--- src/rtl/alu_pkg.sv ---
// alu_pkg: shared constants and FSM state type for the ALU issue controller.
package alu_pkg;

  // 3-bit ALU select encodings
  localparam logic [2:0] ALU_ADD  = 3'd0;
  localparam logic [2:0] ALU_SUB  = 3'd1;
  localparam logic [2:0] ALU_AND  = 3'd2;
  localparam logic [2:0] ALU_OR   = 3'd3;
  localparam logic [2:0] ALU_SLT  = 3'd4;
  localparam logic [2:0] ALU_MUL  = 3'd5;
  localparam logic [2:0] ALU_DIV  = 3'd6;
  localparam logic [2:0] ALU_PASS = 3'd7;

  // R-type funct field encodings
  localparam logic [5:0] FUNCT_ADD  = 6'h20;
  localparam logic [5:0] FUNCT_SUB  = 6'h22;
  localparam logic [5:0] FUNCT_AND  = 6'h24;
  localparam logic [5:0] FUNCT_OR   = 6'h25;
  localparam logic [5:0] FUNCT_SLT  = 6'h2A;
  localparam logic [5:0] FUNCT_MUL  = 6'h18;
  localparam logic [5:0] FUNCT_DIV  = 6'h1A;
  localparam logic [5:0] FUNCT_PASS = 6'h00;

  // Issue controller states
  typedef enum logic [1:0] {
    ST_IDLE  = 2'd0,
    ST_ISSUE = 2'd1,
    ST_WAIT  = 2'd2,
    ST_RESP  = 2'd3
  } state_e;

endpackage

--- src/rtl/alu_funct_decode.sv ---
// alu_funct_decode: combinational R-type funct to ALU select decoder.
// Flags unknown functs and the long-latency (mul/div) operations.
module alu_funct_decode
  import alu_pkg::*;
(
  input  logic [5:0] funct,
  output logic [2:0] sel,
  output logic       known,
  output logic       is_muldiv
);

  // Map funct onto the ALU select; anything unlisted is unknown
  always_comb begin
    sel       = ALU_ADD;
    known     = 1'b1;
    is_muldiv = 1'b0;
    case (funct)
      FUNCT_ADD:  sel = ALU_ADD;
      FUNCT_SUB:  sel = ALU_SUB;
      FUNCT_AND:  sel = ALU_AND;
      FUNCT_OR:   sel = ALU_OR;
      FUNCT_SLT:  sel = ALU_SLT;
      FUNCT_MUL: begin
        sel       = ALU_MUL;
        is_muldiv = 1'b1;
      end
      FUNCT_DIV: begin
        sel       = ALU_DIV;
        is_muldiv = 1'b1;
      end
      FUNCT_PASS: sel = ALU_PASS;
      default: begin
        sel   = ALU_ADD;
        known = 1'b0;
      end
    endcase
  end

endmodule

--- src/rtl/alu_issue_ctrl.sv ---
// alu_issue_ctrl: accepts R-type requests, drives the combinational ALU with
// registered operands/select for the needed settle time, and returns the
// captured result on a valid/ready response port.
// Optional feature: ALU_DIVZERO_CHECK_EN -- when defined, a divide with a zero
// divisor is not issued and is answered immediately with an error response.
module alu_issue_ctrl
  import alu_pkg::*;
#(
  parameter int MULDIV_WAIT = 4
) (
  input  logic        clk,
  input  logic        rst,
  input  logic        in_valid,
  output logic        in_ready,
  input  logic [5:0]  in_funct,
  input  logic [31:0] in_a,
  input  logic [31:0] in_b,
  output logic [31:0] alu_a,
  output logic [31:0] alu_b,
  output logic [2:0]  alu_s,
  input  logic [31:0] alu_z,
  input  logic        alu_zf,
  output logic        out_valid,
  input  logic        out_ready,
  output logic [31:0] out_z,
  output logic        out_zf,
  output logic        out_err
);

  // Counter preload: ISSUE is the first held cycle, WAIT runs down to 0
  localparam logic [3:0] WAIT_LOAD  = 4'(MULDIV_WAIT - 2);
  localparam bit         MULTI_WAIT = (MULDIV_WAIT > 1);

  state_e      state_r, state_nxt_s;
  logic [3:0]  cnt_r, cnt_nxt_s;
  logic        muldiv_r, muldiv_nxt_s;
  logic [31:0] alu_a_r, alu_a_nxt_s;
  logic [31:0] alu_b_r, alu_b_nxt_s;
  logic [2:0]  alu_s_r, alu_s_nxt_s;
  logic [31:0] out_z_r, out_z_nxt_s;
  logic        out_zf_r, out_zf_nxt_s;
  logic        out_err_r, out_err_nxt_s;

  logic [2:0]  dec_sel_s;
  logic        dec_known_s;
  logic        dec_muldiv_s;
  logic        divz_s;

  alu_funct_decode u_decode (
    .funct     (in_funct),
    .sel       (dec_sel_s),
    .known     (dec_known_s),
    .is_muldiv (dec_muldiv_s)
  );

`ifdef ALU_DIVZERO_CHECK_EN
  assign divz_s = (in_funct == FUNCT_DIV) && (in_b == 32'd0);
`else
  assign divz_s = 1'b0;
`endif

  // Next-state and next-register values for the issue FSM
  always_comb begin
    state_nxt_s   = state_r;
    cnt_nxt_s     = cnt_r;
    muldiv_nxt_s  = muldiv_r;
    alu_a_nxt_s   = alu_a_r;
    alu_b_nxt_s   = alu_b_r;
    alu_s_nxt_s   = alu_s_r;
    out_z_nxt_s   = out_z_r;
    out_zf_nxt_s  = out_zf_r;
    out_err_nxt_s = out_err_r;
    case (state_r)
      ST_IDLE: begin
        if (in_valid) begin
          if (dec_known_s && !divz_s) begin
            alu_a_nxt_s  = in_a;
            alu_b_nxt_s  = in_b;
            alu_s_nxt_s  = dec_sel_s;
            muldiv_nxt_s = dec_muldiv_s;
            state_nxt_s  = ST_ISSUE;
          end else begin
            // Not issued: ALU port keeps its last values
            out_z_nxt_s   = divz_s ? 32'hFFFF_FFFF : 32'd0;
            out_zf_nxt_s  = 1'b0;
            out_err_nxt_s = 1'b1;
            state_nxt_s   = ST_RESP;
          end
        end else begin
          state_nxt_s = ST_IDLE;
        end
      end
      ST_ISSUE: begin
        if (muldiv_r && MULTI_WAIT) begin
          cnt_nxt_s   = WAIT_LOAD;
          state_nxt_s = ST_WAIT;
        end else begin
          out_z_nxt_s   = alu_z;
          out_zf_nxt_s  = alu_zf;
          out_err_nxt_s = 1'b0;
          state_nxt_s   = ST_RESP;
        end
      end
      ST_WAIT: begin
        if (cnt_r == 4'd0) begin
          out_z_nxt_s   = alu_z;
          out_zf_nxt_s  = alu_zf;
          out_err_nxt_s = 1'b0;
          state_nxt_s   = ST_RESP;
        end else begin
          cnt_nxt_s = cnt_r - 4'd1;
        end
      end
      ST_RESP: begin
        if (out_ready) begin
          state_nxt_s = ST_IDLE;
        end else begin
          state_nxt_s = ST_RESP;
        end
      end
      default: begin
        state_nxt_s = ST_IDLE;
      end
    endcase
  end

  // State and datapath registers with synchronous reset
  always_ff @(posedge clk) begin
    if (rst) begin
      state_r   <= ST_IDLE;
      cnt_r     <= 4'd0;
      muldiv_r  <= 1'b0;
      alu_a_r   <= 32'd0;
      alu_b_r   <= 32'd0;
      alu_s_r   <= 3'd0;
      out_z_r   <= 32'd0;
      out_zf_r  <= 1'b0;
      out_err_r <= 1'b0;
    end else begin
      state_r   <= state_nxt_s;
      cnt_r     <= cnt_nxt_s;
      muldiv_r  <= muldiv_nxt_s;
      alu_a_r   <= alu_a_nxt_s;
      alu_b_r   <= alu_b_nxt_s;
      alu_s_r   <= alu_s_nxt_s;
      out_z_r   <= out_z_nxt_s;
      out_zf_r  <= out_zf_nxt_s;
      out_err_r <= out_err_nxt_s;
    end
  end

  assign in_ready  = (state_r == ST_IDLE) && !rst;
  assign out_valid = (state_r == ST_RESP);
  assign alu_a     = alu_a_r;
  assign alu_b     = alu_b_r;
  assign alu_s     = alu_s_r;
  assign out_z     = out_z_r;
  assign out_zf    = out_zf_r;
  assign out_err   = out_err_r;

endmodule
--- config.mk ---
export PLATFORM = sky130hd
export DESIGN_NAME = alu_issue_ctrl
export DESIGN_NICKNAME = d
export VERILOG_FILES = /design/src/rtl/alu_pkg.sv /design/src/rtl/alu_funct_decode.sv /design/src/rtl/alu_issue_ctrl.sv
export SDC_FILE = /design/constraint.sdc
export NUM_CORES = 1
export LEC_CHECK = 0
export BUFFER_PORTS_ARGS = -buffer_cell sky130_fd_sc_hd__buf_2
export CORE_UTILIZATION = 25
export DETAILED_ROUTE_END_ITERATION = 8
export PLACE_DENSITY = 0.55
export SETUP_SLACK_MARGIN = 0.15
export SYNTH_ARGS = -nofsm -noshare
export SYNTH_HDL_FRONTEND = slang
export SYNTH_HIERARCHICAL = 1
export SYNTH_SLANG_ARGS = --single-unit
--- constraint.sdc ---
create_clock -name clk -period 2.7 [get_ports clk]
set_clock_uncertainty 0.2 [all_clocks]
set_input_delay 0.675 -clock clk [delete_from_list [all_inputs] [get_ports clk]]
set_output_delay 0.675 -clock clk [all_outputs]
set_load 0.01 [all_outputs]
==> key figures <==
Clocking
  – H-tree depth: 3
  – Post-CTS Setup Bufs: 0
  – Clock transition at path regs: 70 ps
  – Clock buffer depth: 2
  – CTS tree: done
  – Clock Sinks: 108
  – Hold buffer count at cts: 0
  – Worst skew pair latency: approximately 350 ps
  – CTS resizes: 0
  – Root Buffer: clkbuf_16
  – Number of CTS-inserted buffers: 9

Finish
  – ANT cells: 0
  – Layout area overhead: 36.0%
  – Share of layout cells above drive strength 1: 39.9%
  – Cell Count, Final, Fillers Out: 954
  – # nets final: 840

Timing
  – Least-Margin Pin Slew: 612 ps
  – Final setup viols: 0
  – Final Hold Vio Count: 0
  – TNS Setup: 0 ps
  – Worst hold slack: 249 ps
  – Post-route setup slack: 278 ps
  – Worst relative slew slack: roughly 59%
  – Final Max Tran Viols: 0
  – Fmax: 413 MHz
  – Min Tclk post-route: 2420 ps
  – Fin crit share: 89.7%
  – RSZ-0062 raised after global routing: no

Critical path
  – Setup CP Type: in -> reg
  – Critical path capture point type: register
  – CP Max Fanout: 18
  – CP Launch Type: input port
  – Worst path arrival time: 2490 ps
  – WP data required: approximately 2800 ps

Yosys
  – Synth Instances: 530
  – Seq/Total Area, Yosys: 49.0%
  – Flops & latches, synth: 108
  – EDFF count, synth: 0
  – Mapped Area: between 0.004 and 0.005 mm2
  – Avg Cell Area, Syn: around 8.3 um2
  – Synth Warn #: 6
  – Synthesized Nets: 644
  – Synth Flop Type: dfxtp_1
  – Distinct cell type count after synthesis: 38
  – Async SR Flop Fraction: 0%

Pwr
  – Total power divided by cell area: between 800 and 900 mW/mm2
  – Worst VDD drop: between 0.0003 and 0.0004 V
  – P_leak: 2.58 nW

Die
  – # IOs: 210
  – Core ar.: 0.0173 mm2
  – Row count: 48
  – Die ar.: 0.0182 mm2
  – Overall die height: 135 um
  – Die Width: 135 um
  – Initial core utilization: 25.5%

GRT
  – Initial antenna violation count: 0
  – Largest net degree at the start of global routing: 109
  – Vias in the first global route: 3843
  – Global route total overflow: 0
  – Global-route wire length before repair: 18500 um
  – GRT Util Overall: 13.0%

Place
  – DP HPWL: 8000 um
  – Inst Count DP: 940
  – DP Worst Slack: -108 ps
  – Input/output buffers: roughly 210
  – Placer Congestion: 0.767

Job
  – Max-cap viol count: 0

Routing
  – Routed vias: a little over 4000
  – Residual DRC count: 0
  – Post-DR wirelength/cell: 12.5 um
  – Initial DRC count: 159
  – Routed WL: 11900 um
  – DRT Pass-1 Iters: 4
  – Post-route ant nets: 0
  – Via density: about 4.3

Min path
  – Hold Crit Class: reg -> reg

Status
  – Outcome: finished, final reports clean
## kinds of logic after synthesis
| group | after synthesis | share of synthesized area (%) |
|---|---|---|
| DFF | 108 | 49.0 |
| and+or+nand+nor | 238 | 25.9 |
| xor gates and xnor gates | 1 | 0.198 |
| adders and majority gates | 7 | 1.98 |
| muxes | 1 | 0.227 |
| AOI/OAI and AO/OA | 124 | 16.8 |
| buffers and inverters | 51 | 5.95 |
## cell type report
class	instances	area (um2)
Multi-Input combinational cell	371	2000
Sequential cell	108	2160
Fill cell	1861	11300
Inverter	10	37.5
Tap cell	225	282
Clock buffer	11	233
Timing Repair Buffer	226	1250
Clock inverter	3	40.0
## worst max-delay path, stage by stage
cell	delay, ps
buf_2	90
or2_1	200
nor3_1	90
or3_1	440
nor2b_2	220
o221a_2	330
buf_12	190
nand3_1	90
a21oi_1	160
## cell usage after synthesis (2+ instances only)
library cell | count | area share (%)
a21oi_1 | 95 | 11
nand3_2 | 29 | 6.6
buf_2 | 10 | 1.1
inv_1 | 9 | 0.76
buf_12 | 2 | 0.91
a21oi_2 | 13 | 2.6
clkbuf_1 | 26 | 2.2
nor2_1 | 11 | 0.93
nor3_1 | 5 | 0.57
ha_1 | 7 | 2.0
o21ai_0 | 5 | 0.57
nand4b_1 | 3 | 0.60
nand2_1 | 175 | 15
or4_1 | 2 | 0.34
dfxtp_1 | 108 | 49
nor2b_1 | 3 | 0.42
buf_6 | 2 | 0.51
nand3_1 | 5 | 0.57
## flip-flops by register name (all words and copies together), names as in the netlist
signal    cells
out_zf        1
state_r       2
out_err       1
cnt_r         4
out_z        32
alu_s         3
alu_a        32
muldiv_r      1
alu_b        32
## per-layer routing
metal | share of wire, % | track usage [%] | vias up
met4 | 1.3 | 4.74 | 0
li1 | - | - | 2139
met5 | 0 | 0 | -
met3 | 7.4 | 4.39 | 11
met2 | 47 | 22.1 | 131
met1 | 44 | 15.1 | 1848
## cell usage in the layout, fill, tap and decap left out, types with 2 or more instances in the layout
master,n
buf_2,208
or4_1,2
a21oi_2,13
buf_12,6
nand3_1,4
nor2b_1,2
nand3_2,30
inv_1,9
clkinv_2,2
ha_1,6
o21ai_0,5
nand4b_1,3
clkbuf_1,2
a21oi_1,95
nand2_1,175
dfxtp_1,108
clkbuf_16,9
buf_4,12
nor3_1,5
nor2_1,11
## metrics by stage
stage                     area, um2  util (%)  power (mW)
after floorplan                4420         -        3.27
after global routing           6010      34.7        5.36
final                          6010      34.7        5.02
after detailed placement       5740      33.2        3.81
after global placement         5740      33.2        3.81
after CTS                      6010      34.7        5.13
## report_power, final
group          leakage (nW)  internal (mW)  switching [mW]
logic                  1.57          0.719            1.12
registers             0.875           1.80           0.105
clock network         0.135          0.707           0.573
total                  2.58           3.23            1.80
## final timing paths
path	from	to	slack [ps]	cells past startpoint
worst min-delay path	out_z[6]	out_z[6]	250	2
worst min register to register	out_z[6]	out_z[6]	250	2
worst max register to register	state_r[1]	out_zf	690	7
worst max-delay path	in_funct[0]	out_zf	280	9
(Power assumes the default switching activity.)
